## config.mk

```make
export PLATFORM = sky130hd
export DESIGN_NAME = core_bus_master
export DESIGN_NICKNAME = d
export VERILOG_FILES = /design/src/rtl/core_bus_master.sv
export SDC_FILE = /design/constraint.sdc
export NUM_CORES = 1
export LEC_CHECK = 0
export ABC_AREA = 1
export CORE_MARGIN = 4
export CORE_UTILIZATION = 47
export CTS_CLUSTER_SIZE = 24
export DETAILED_ROUTE_END_ITERATION = 8
export GPL_TIMING_DRIVEN = 0
export PLACE_DENSITY = 0.95
export SYNTH_ARGS = -nofsm -noshare
export SYNTH_HDL_FRONTEND = slang
export SYNTH_SLANG_ARGS = --single-unit
```

## constraint.sdc

```tcl
create_clock -name clk -period 3.2 [get_ports clk]
set_input_delay 0.48 -clock clk [delete_from_list [all_inputs] [get_ports clk]]
set_output_delay 0.48 -clock clk [all_outputs]
set_load 0.01 [all_outputs]
```

## src/rtl/core_bus_master.sv

```systemverilog
// -----------------------------------------------------------------------------
// core_bus_master
//
// Bus-side partner of the core register file's bus register. Accepts one
// load/store request at a time from the core and runs a req/ack transaction on
// the memory bus. Load data comes back on bus_datain together with a one-cycle
// bus_fromin strobe. A store completes with a one-cycle wr_done strobe. If the
// memory does not acknowledge within TIMEOUT cycles, the request is aborted.
// An abort pulses bus_err and bus_fromin together and returns all-ones data.
//
// Ports
//   clk, rst            clock; synchronous active-high reset
//   req_valid/req_ready request handshake (ready only in IDLE)
//   req_write           1 = store, 0 = load
//   req_addr/req_wdata  request address / store data
//   busy                high while a transaction is open (state != IDLE)
//   bus_datain          load result, held between loads
//   bus_fromin          one-cycle strobe: bus_datain valid
//   wr_done             one-cycle strobe: store acknowledged
//   bus_err             one-cycle strobe: transaction aborted by timeout
//   mem_addr/mem_wdata  registered address / store data to memory
//   mem_re/mem_we       read / write request, held until ack or abort
//   mem_rdata/mem_ack   memory read data and completion
// -----------------------------------------------------------------------------
module core_bus_master #(
    parameter int DATA_W  = 16,
    parameter int ADDR_W  = 16,
    parameter int TIMEOUT = 255
) (
    input  logic              clk,
    input  logic              rst,
    input  logic              req_valid,
    input  logic              req_write,
    input  logic [ADDR_W-1:0] req_addr,
    input  logic [DATA_W-1:0] req_wdata,
    output logic              req_ready,
    output logic              busy,
    output logic [DATA_W-1:0] bus_datain,
    output logic              bus_fromin,
    output logic              wr_done,
    output logic              bus_err,
    output logic [ADDR_W-1:0] mem_addr,
    output logic [DATA_W-1:0] mem_wdata,
    output logic              mem_re,
    output logic              mem_we,
    input  logic [DATA_W-1:0] mem_rdata,
    input  logic              mem_ack
);

    // A disabled timeout still needs a legal one-bit counter.
    localparam int CNT_W = (TIMEOUT > 0) ? $clog2(TIMEOUT + 1) : 1;
    localparam logic [CNT_W-1:0] TO_VAL = CNT_W'(TIMEOUT);
    localparam bit TO_EN = (TIMEOUT > 0);

    typedef enum logic [1:0] {
        ST_IDLE   = 2'd0,
        ST_ACCESS = 2'd1,
        ST_DONE   = 2'd2
    } state_e;

    state_e             state_q, state_d;
    logic               write_q, write_d;
    logic [CNT_W-1:0]   cnt_q, cnt_d;
    logic [ADDR_W-1:0]  addr_q, addr_d;
    logic [DATA_W-1:0]  wdata_q, wdata_d;
    logic               re_q, re_d;
    logic               we_q, we_d;
    logic [DATA_W-1:0]  datain_q, datain_d;
    logic               fromin_q, fromin_d;
    logic               wr_done_q, wr_done_d;
    logic               err_q, err_d;

    logic [CNT_W-1:0]   cnt_next_s;
    logic               timeout_hit_s;

    // Saturating wait counter. The abort fires in the ACCESS cycle whose count
    // reaches TIMEOUT, so TIMEOUT unacknowledged ACCESS cycles are allowed.
    always_comb begin
        if (cnt_q == {CNT_W{1'b1}}) begin
            cnt_next_s = cnt_q;
        end else begin
            cnt_next_s = cnt_q + CNT_W'(1);
        end
        timeout_hit_s = TO_EN && (cnt_next_s == TO_VAL);
    end

    // Next-state and datapath decode for the IDLE -> ACCESS -> DONE sequence.
    always_comb begin
        state_d   = state_q;
        write_d   = write_q;
        cnt_d     = cnt_q;
        addr_d    = addr_q;
        wdata_d   = wdata_q;
        re_d      = re_q;
        we_d      = we_q;
        datain_d  = datain_q;
        fromin_d  = 1'b0;
        wr_done_d = 1'b0;
        err_d     = 1'b0;

        case (state_q)
            ST_IDLE: begin
                // mem_ack is deliberately ignored here.
                if (req_valid) begin
                    addr_d  = req_addr;
                    wdata_d = req_wdata;
                    write_d = req_write;
                    re_d    = !req_write;
                    we_d    = req_write;
                    cnt_d   = {CNT_W{1'b0}};
                    state_d = ST_ACCESS;
                end else begin
                    state_d = ST_IDLE;
                end
            end
            ST_ACCESS: begin
                // An acknowledge takes priority over a timeout in the same cycle.
                if (mem_ack) begin
                    re_d      = 1'b0;
                    we_d      = 1'b0;
                    fromin_d  = !write_q;
                    wr_done_d = write_q;
                    if (!write_q) begin
                        datain_d = mem_rdata;
                    end else begin
                        datain_d = datain_q;
                    end
                    state_d = ST_DONE;
                end else if (timeout_hit_s) begin
                    re_d     = 1'b0;
                    we_d     = 1'b0;
                    datain_d = {DATA_W{1'b1}};
                    fromin_d = 1'b1;
                    err_d    = 1'b1;
                    state_d  = ST_DONE;
                end else begin
                    cnt_d = cnt_next_s;
                end
            end
            ST_DONE: begin
                state_d = ST_IDLE;
            end
            default: begin
                re_d    = 1'b0;
                we_d    = 1'b0;
                state_d = ST_IDLE;
            end
        endcase
    end

    // State and output registers with synchronous reset.
    always_ff @(posedge clk) begin
        if (rst) begin
            state_q   <= ST_IDLE;
            write_q   <= 1'b0;
            cnt_q     <= {CNT_W{1'b0}};
            addr_q    <= {ADDR_W{1'b0}};
            wdata_q   <= {DATA_W{1'b0}};
            re_q      <= 1'b0;
            we_q      <= 1'b0;
            datain_q  <= {DATA_W{1'b0}};
            fromin_q  <= 1'b0;
            wr_done_q <= 1'b0;
            err_q     <= 1'b0;
        end else begin
            state_q   <= state_d;
            write_q   <= write_d;
            cnt_q     <= cnt_d;
            addr_q    <= addr_d;
            wdata_q   <= wdata_d;
            re_q      <= re_d;
            we_q      <= we_d;
            datain_q  <= datain_d;
            fromin_q  <= fromin_d;
            wr_done_q <= wr_done_d;
            err_q     <= err_d;
        end
    end

    assign req_ready  = (state_q == ST_IDLE);
    assign busy       = (state_q != ST_IDLE);
    assign bus_datain = datain_q;
    assign bus_fromin = fromin_q;
    assign wr_done    = wr_done_q;
    assign bus_err    = err_q;
    assign mem_addr   = addr_q;
    assign mem_wdata  = wdata_q;
    assign mem_re     = re_q;
    assign mem_we     = we_q;

endmodule

```

==> impl_metrics.json, run 1 <==
{
  "antenna_cells": 0,
  "area_growth_syn_to_layout_pct": 50.6,
  "tightest_slew_ns": 0.626,
  "core_area_sq_um": 5570,
  "first_iter_violations": 240,
  "ys_seq_area_share_pct": 47.0,
  "critPathMaxFanout": 10,
  "die_h_microns": 84.2,
  "critPathMostFrequentCell": "nand2_1",
  "wirelength_microns": 7820,
  "nNetsFinal": 563,
  "arrival_ns": 2.44,
  "syn-num-nets": 445,
  "grt_pass1_wl_microns": 13200,
  "vias": 3011,
  "setup-tns-final_ns": 0,
  "cts_buffer_depth": 2,
  "rsz0062_at_grt": "no",
  "cap_viol_max_count": 0,
  "cts_buffers": 9,
  "max_slew_margin_pct": 58.3,
  "slew_violations": 0,
  "synth_top_area_share_pct": 47.0,
  "grt_pass1_vias": 2960,
  "root_buffer": "clkbuf_8",
  "die_w_microns": 84.2,
  "cts_setup_buffers": 0,
  "cts_tree": "yes",
  "clk_pin_slew_worst_paths_ns": 0.07,
  "crit_slowest_cell": "dfxtp_1",
  "rows": 27,
  "firstDrtPassIters": 5,
  "post_drt_wl_per_cell_microns": 13.4,
  "cts_hold_buf": 0,
  "synth_area_sq_um": 2730,
  "ant_nets": 0,
  "clock_sinks": 64,
  "finClkSkew_ns": 0.00754,
  "overflow": 0,
  "crit_cells": 12,
  "power.density_nw_per_um2": 507,
  "cp_num_buf_inv": 1,
  "clk_latency_ns": 0.34,
  "worst_slack_ns": 1.01,
  "antenna_found_initial": 0,
  "max-vdd-ir-drop_uv": 337,
  "place_ws_ns": 0.861,
  "grt_start_max_net_pins": 11,
  "synth_edf_count": 0,
  "drcViolationCount": 0,
  "worstHoldPathCells": 2,
  "worstSetupPathType": "register to register",
  "critPathRequiredTime_ns": 3.45,
  "avgViaCountPerCell": 5.15,
  "globalplace.congestion": 0.928,
  "initial_core_util_pct": 48.9,
  "layout-drive-gt1-share_pct": 6.24,
  "crit_path_end_kind": "register",
  "crit_family": "simple AND/OR/NAND/NOR gates",
  "synth_warnings": 0,
  "ys.flop_type": "dfxtp_1",
  "fmax_mhz": 457,
  "grtUsageTotal_pct": 22.7,
  "ys_ff_latch": 64,
  "ys_async_sr_fraction_pct": 0,
  "worst_hold_path_type": "register to register",
  "cp_cell_sequence": "ha_1 -> nand2_1 -> nor2_2 -> nand2_2 -> nand2_1 -> nand3_1 -> nor2_2 -> nand2_2 -> nand2_4 -> buf_6 -> nand2_1 -> nor3_2",
  "hold_violations": 0,
  "yosysMostFrequentCell": "nor2_1",
  "dieArea_sq_um": 7090,
  "leakage_nw": 1.70,
  "reg2reg_depth": 12,
  "htreeDepth": 3,
  "synth_area_leaders": "dfxtp_1 47%, nor2_1 17%, nand2_1 8.4%",
  "port_buffers": 107,
  "synth_cell_type_count": 24,
  "synth_cells": 391,
  "final-setup-viol-count": 0,
  "cp_slowest_stage_delay_ns": 0.41,
  "post-route-period-util_pct": 68.4,
  "start_kind": "register",
  "synth_top_cell_by_area": "dfxtp_1",
  "period_minus_slack_ns": 2.19,
  "avgSynthCellArea_sq_um": 6.98,
  "status": "finished, final reports clean",
  "ys_top_cells_by_count": "122 x nor2_1, 64 x dfxtp_1, 61 x nand2_1, 34 x o21ai_0, 29 x nand3_1",
  "io_pins": 108,
  "cts_resized": 0,
  "place_hpwl_microns": 5670
}
## flip-flops by register name, summed over array words and instances (netlist names)
register    flops
mem_wdata      16
bus_datain     16
mem_we          1
cnt_q           8
mem_re          1
state_q         2
write_q         1
bus_err         1
bus_fromin      1
wr_done         1
mem_addr       16
## layer usage
metal	global-route usage (%)	up-vias	part of all wire, %
met5	0	-	0
met4	10.7	0	3.2
met3	9.32	30	10
met2	37.9	131	48
met1	25.0	1359	39
li1	-	1491	-
## cell type report
| class | instances | area (sq um) |
|---|---|---|
| inverters | 13 | 48.8 |
| well taps | 72 | 90.1 |
| plain buffers | 21 | 101 |
| fillers | 399 | 1470 |
| repair buffers | 107 | 1070 |
| multi-input cells | 293 | 1300 |
| clock inverters | 3 | 65.1 |
| clock buffers | 12 | 155 |
| flip-flops and latches | 64 | 1280 |
## cell families after synthesis
| group | synth area share [%] |
|---|---|
| simple gates | 36.3 |
| flops | 47.0 |
| compound gates | 10.1 |
| buf+inv | 5.50 |
| xor+xnor | 0.642 |
| fa+ha+maj | 0.459 |
## path summary, 6_finish.rpt
check                         from               endpoint  slack (ns)
max          cnt_q[1]$_SDFFE_PP0P_  bus_fromin$_SDFF_PP0_        1.01
min reg2reg   write_q$_SDFFE_PP0P_   write_q$_SDFFE_PP0P_        0.47
max reg2reg  cnt_q[1]$_SDFFE_PP0P_  bus_fromin$_SDFF_PP0_        1.01
min           write_q$_SDFFE_PP0P_   write_q$_SDFFE_PP0P_        0.47
## placed cells by master, fill, tap and decap left out, types with 9 or more instances in the layout
master and instances:
nand4_1 9, a21oi_1 21, nand2_1 61, clkbuf_1 16, inv_1 10, clkdlybuf4s50_1 107, clkbuf_8 11, dfxtp_1 64
o21ai_0 34, nor2_1 122, nand3_1 29
## per-stage QoR
step	hold WS [ns]	power (mW)	util [%]	cell area [sq um]	instances
finish	0.472	2.08	73.7	4110	585
global route	0.500	2.19	73.7	4110	585
CTS	0.477	2.09	73.7	4110	585
detailed placement	0.467	1.32	69.8	3890	570
global placement	0.455	1.31	69.8	3890	570
floorplan	0.435	1.10	-	2730	391
## worst reg2reg max path: cells and delay by family (launching register included)
family,cells,cell delay (ns)
adders and majority gates,1,0.26
buffers and inverters,1,0.15
DFF,1,0.41
and+or+nand+nor,10,1.30
## report_power, final
group | internal [mW] | leakage (nW) | switching, mW
logic | 0.212 | 1.06 | 0.202
registers | 0.859 | 0.527 | 0.0356
clock network | 0.476 | 0.112 | 0.300
total | 1.55 | 1.70 | 0.537
Power figures use the tool's default switching activity.
==> run 2: changes to the inputs <==
- CORE_UTILIZATION: 47 -> 43
- PLACE_DENSITY: 0.95 -> 0.91
- clock period: 3.2 -> 2.1 ns (I/O delays scaled with it)
==> impl_metrics.json, run 2 (synthesis gave the netlist of run 1 again) <==
{
  "status": "finished, final reports clean",
  "htreeDepth": 3,
  "nNetsFinal": 566,
  "hold_violations": 0,
  "worst_hold_path_type": "register to register",
  "max_slew_margin_pct": 56.3,
  "crit_path_end_kind": "register",
  "whs_ns": 0.476,
  "use_met1_pct": 22.1,
  "max-vdd-ir-drop_uv": 451,
  "die_w_microns": 87.6,
  "dieArea_sq_um": 7680,
  "critPathRequiredTime_ns": 2.35,
  "layout_commonest_cell": "nor2_1",
  "tightest_slew_ns": 0.656,
  "rows": 28,
  "cap_viol_max_count": 0,
  "dpl_cell_area_sq_um": 3890,
  "firstDrtPassIters": 5,
  "grt_start_max_net_pins": 11,
  "slew_violations": 0,
  "area_growth_syn_to_layout_pct": 54.4,
  "cts_tree": "yes",
  "grtUsageTotal_pct": 21.4,
  "root_buffer": "clkbuf_8",
  "vias": 3044,
  "pwr-share-comb_pct": 20.8,
  "grt.busiest_layer": "met2",
  "hold_end": "write_q$_SDFFE_PP0P_",
  "finClkSkew_ns": 0.00474,
  "globalplace.congestion": 0.860,
  "clock_sinks": 64,
  "power.density_nw_per_um2": 754,
  "period_minus_slack_ns": 2.00,
  "die_h_microns": 87.6,
  "fmax_mhz": 500,
  "leakage_nw": 1.74,
  "avgViaCountPerCell": 5.14,
  "antenna_found_initial": 0,
  "clk_latency_ns": 0.33,
  "first_iter_violations": 310,
  "worstHoldPathCells": 2,
  "wirelength_microns": 8230,
  "p_int_mw": 2.35,
  "grt_use_met3_pct": 11.0,
  "switching_share_pct": 26.0,
  "gr-usage-met2_pct": 37.1,
  "fin_area_sq_um": 4210,
  "fill_cells": 465,
  "timing.rr.end": "bus_fromin$_SDFF_PP0_",
  "ant_nets": 0,
  "place_hpwl_microns": 5900,
  "layout_common_cells": "121 x nor2_1, 107 x clkdlybuf4s50_1, 62 x dfxtp_1, 57 x nand2_1, 34 x o21ai_0",
  "final-setup-viol-count": 0,
  "initial_core_util_pct": 45.3,
  "arrival_ns": 2.25,
  "power_frac_seq_pct": 43.0,
  "cts_buffer_depth": 2,
  "cts_hold_buf": 0,
  "worstSetupPathType": "register to register",
  "post-route-period-util_pct": 95.2,
  "net-switching-power_uw": 826,
  "port_buffers": 107,
  "core_area_sq_um": 6030,
  "io_pins": 108,
  "post_drt_wl_per_cell_microns": 13.9,
  "overflow": 0,
  "clk_pin_slew_worst_paths_ns": 0.07,
  "reg2reg_depth": 14,
  "reg2reg_from": "cnt_q[0]$_SDFFE_PP0P_",
  "start_kind": "register",
  "pwr-share-clk_pct": 36.2,
  "grt_pass1_wl_microns": 13100,
  "cts_buffers": 9,
  "drcViolationCount": 0,
  "cp-startpoint": "cnt_q[0]$_SDFFE_PP0P_",
  "grt_pass1_vias": 3044,
  "critPathMaxFanout": 10,
  "layout-drive-gt1-share_pct": 8.32,
  "antenna_cells": 0,
  "min_from": "write_q$_SDFFE_PP0P_",
  "rrSetupSlack_ns": 0.10
}
==> run 2: worst max-delay path, cell delays in order (launching register included) <==
cell and delay, ns:
dfxtp_4 0.38, ha_4 0.16, nand2_2 0.08, nor2_4 0.16, nand2_4 0.10, nand2_2 0.08
nand2_1 0.05, clkinv_1 0.06, nand2_1 0.07, nor2_2 0.15, nand2_2 0.11, nand2_4 0.15
buf_8 0.15, nand2_2 0.07, nor3_4 0.15
==> run 2: area by class of cell <==
type                    instances  area [sq um]  area share [%]
multi-input cells             293          1340            31.9
clock inverters                 3          65.1            1.54
well taps                      75          93.8            2.23
clock buffers                  13           149            3.54
inverters                      13          48.8            1.16
repair buffers                110          1110            26.4
flip-flops and latches         64          1290            30.6
plain buffers                  21           113            2.67
==> run 2: worst max path at each step <==
| stage | end | slack [ns] |
|---|---|---|
| finish | bus_fromin$_SDFF_PP0_ | 0.10 |
| floorplan | bus_datain[15]$_SDFFE_PP0P_ | 0.29 |
| detailed placement | mem_addr[1]$_SDFFE_PP0P_ | -0.14 |
| CTS | bus_datain[2]$_SDFFE_PP0P_ | 0.01 |
| global placement | mem_addr[1]$_SDFFE_PP0P_ | -0.06 |
| global route | bus_datain[13]$_SDFFE_PP0P_ | -0.07 |
==> run 2: stage by stage <==
stage          utilization (%)  setup TNS, ns  power, mW  setup WS, ns  instances
2_1_floorplan                -              0       1.68         0.292        391
3_3_place_gp              64.6         -0.463       2.00       -0.0615        573
3_5_place_dp              64.6          -2.47       2.02        -0.137        573
4_1_cts                   68.2              0       3.17        0.0101        589
5_1_grt                   69.9         -0.941       3.32       -0.0682        592
6_report                  69.9              0       3.17         0.100        592
==> run 2: repair_timing <==
item / CTS / global route
buffers inserted: 0 / 2
endpoints found under the setup margin: 23 / 56
resized for setup: 3 / 16
cloned: 0 / 1
pin swaps: 0 / 5
==> run 2: power by group through the flow <==
stage / logic [mW] / registers [mW] / clock network [mW]
floorplan: 0.260 / 1.42 / 0
detailed placement: 0.627 / 1.39 / 0
global placement: 0.612 / 1.38 / 0
CTS: 0.636 / 1.36 / 1.17
finish: 0.660 / 1.36 / 1.15
global route: 0.725 / 1.38 / 1.22
==> run 2: per-layer routing <==
layer,wire length [microns],part of all wire [%]
met3,1000,12
met5,0,0
met2,3920,48
met4,188,2.3
met1,3130,38
==> run 3: changes to the inputs <==
--- a/config.mk
+++ b/config.mk
@@ -10,3 +10,3 @@
 export CORE_UTILIZATION = 43
-export CTS_CLUSTER_SIZE = 24
+export CTS_CLUSTER_SIZE = 30
 export DETAILED_ROUTE_END_ITERATION = 8
==> constraint.sdc (replaced) <==
create_clock -name clk -period 2.1 [get_ports clk]
set_input_delay 0.42 -clock clk [delete_from_list [all_inputs] [get_ports clk]]
set_output_delay 0.42 -clock clk [all_outputs]
set_load 0.01 [all_outputs]
==> results of run 3 <==
Final layout, timing and power as in run 2 (identical DEF).
Among the figures that moved: setup slack after placement -0.137 ns -> -0.242 ns
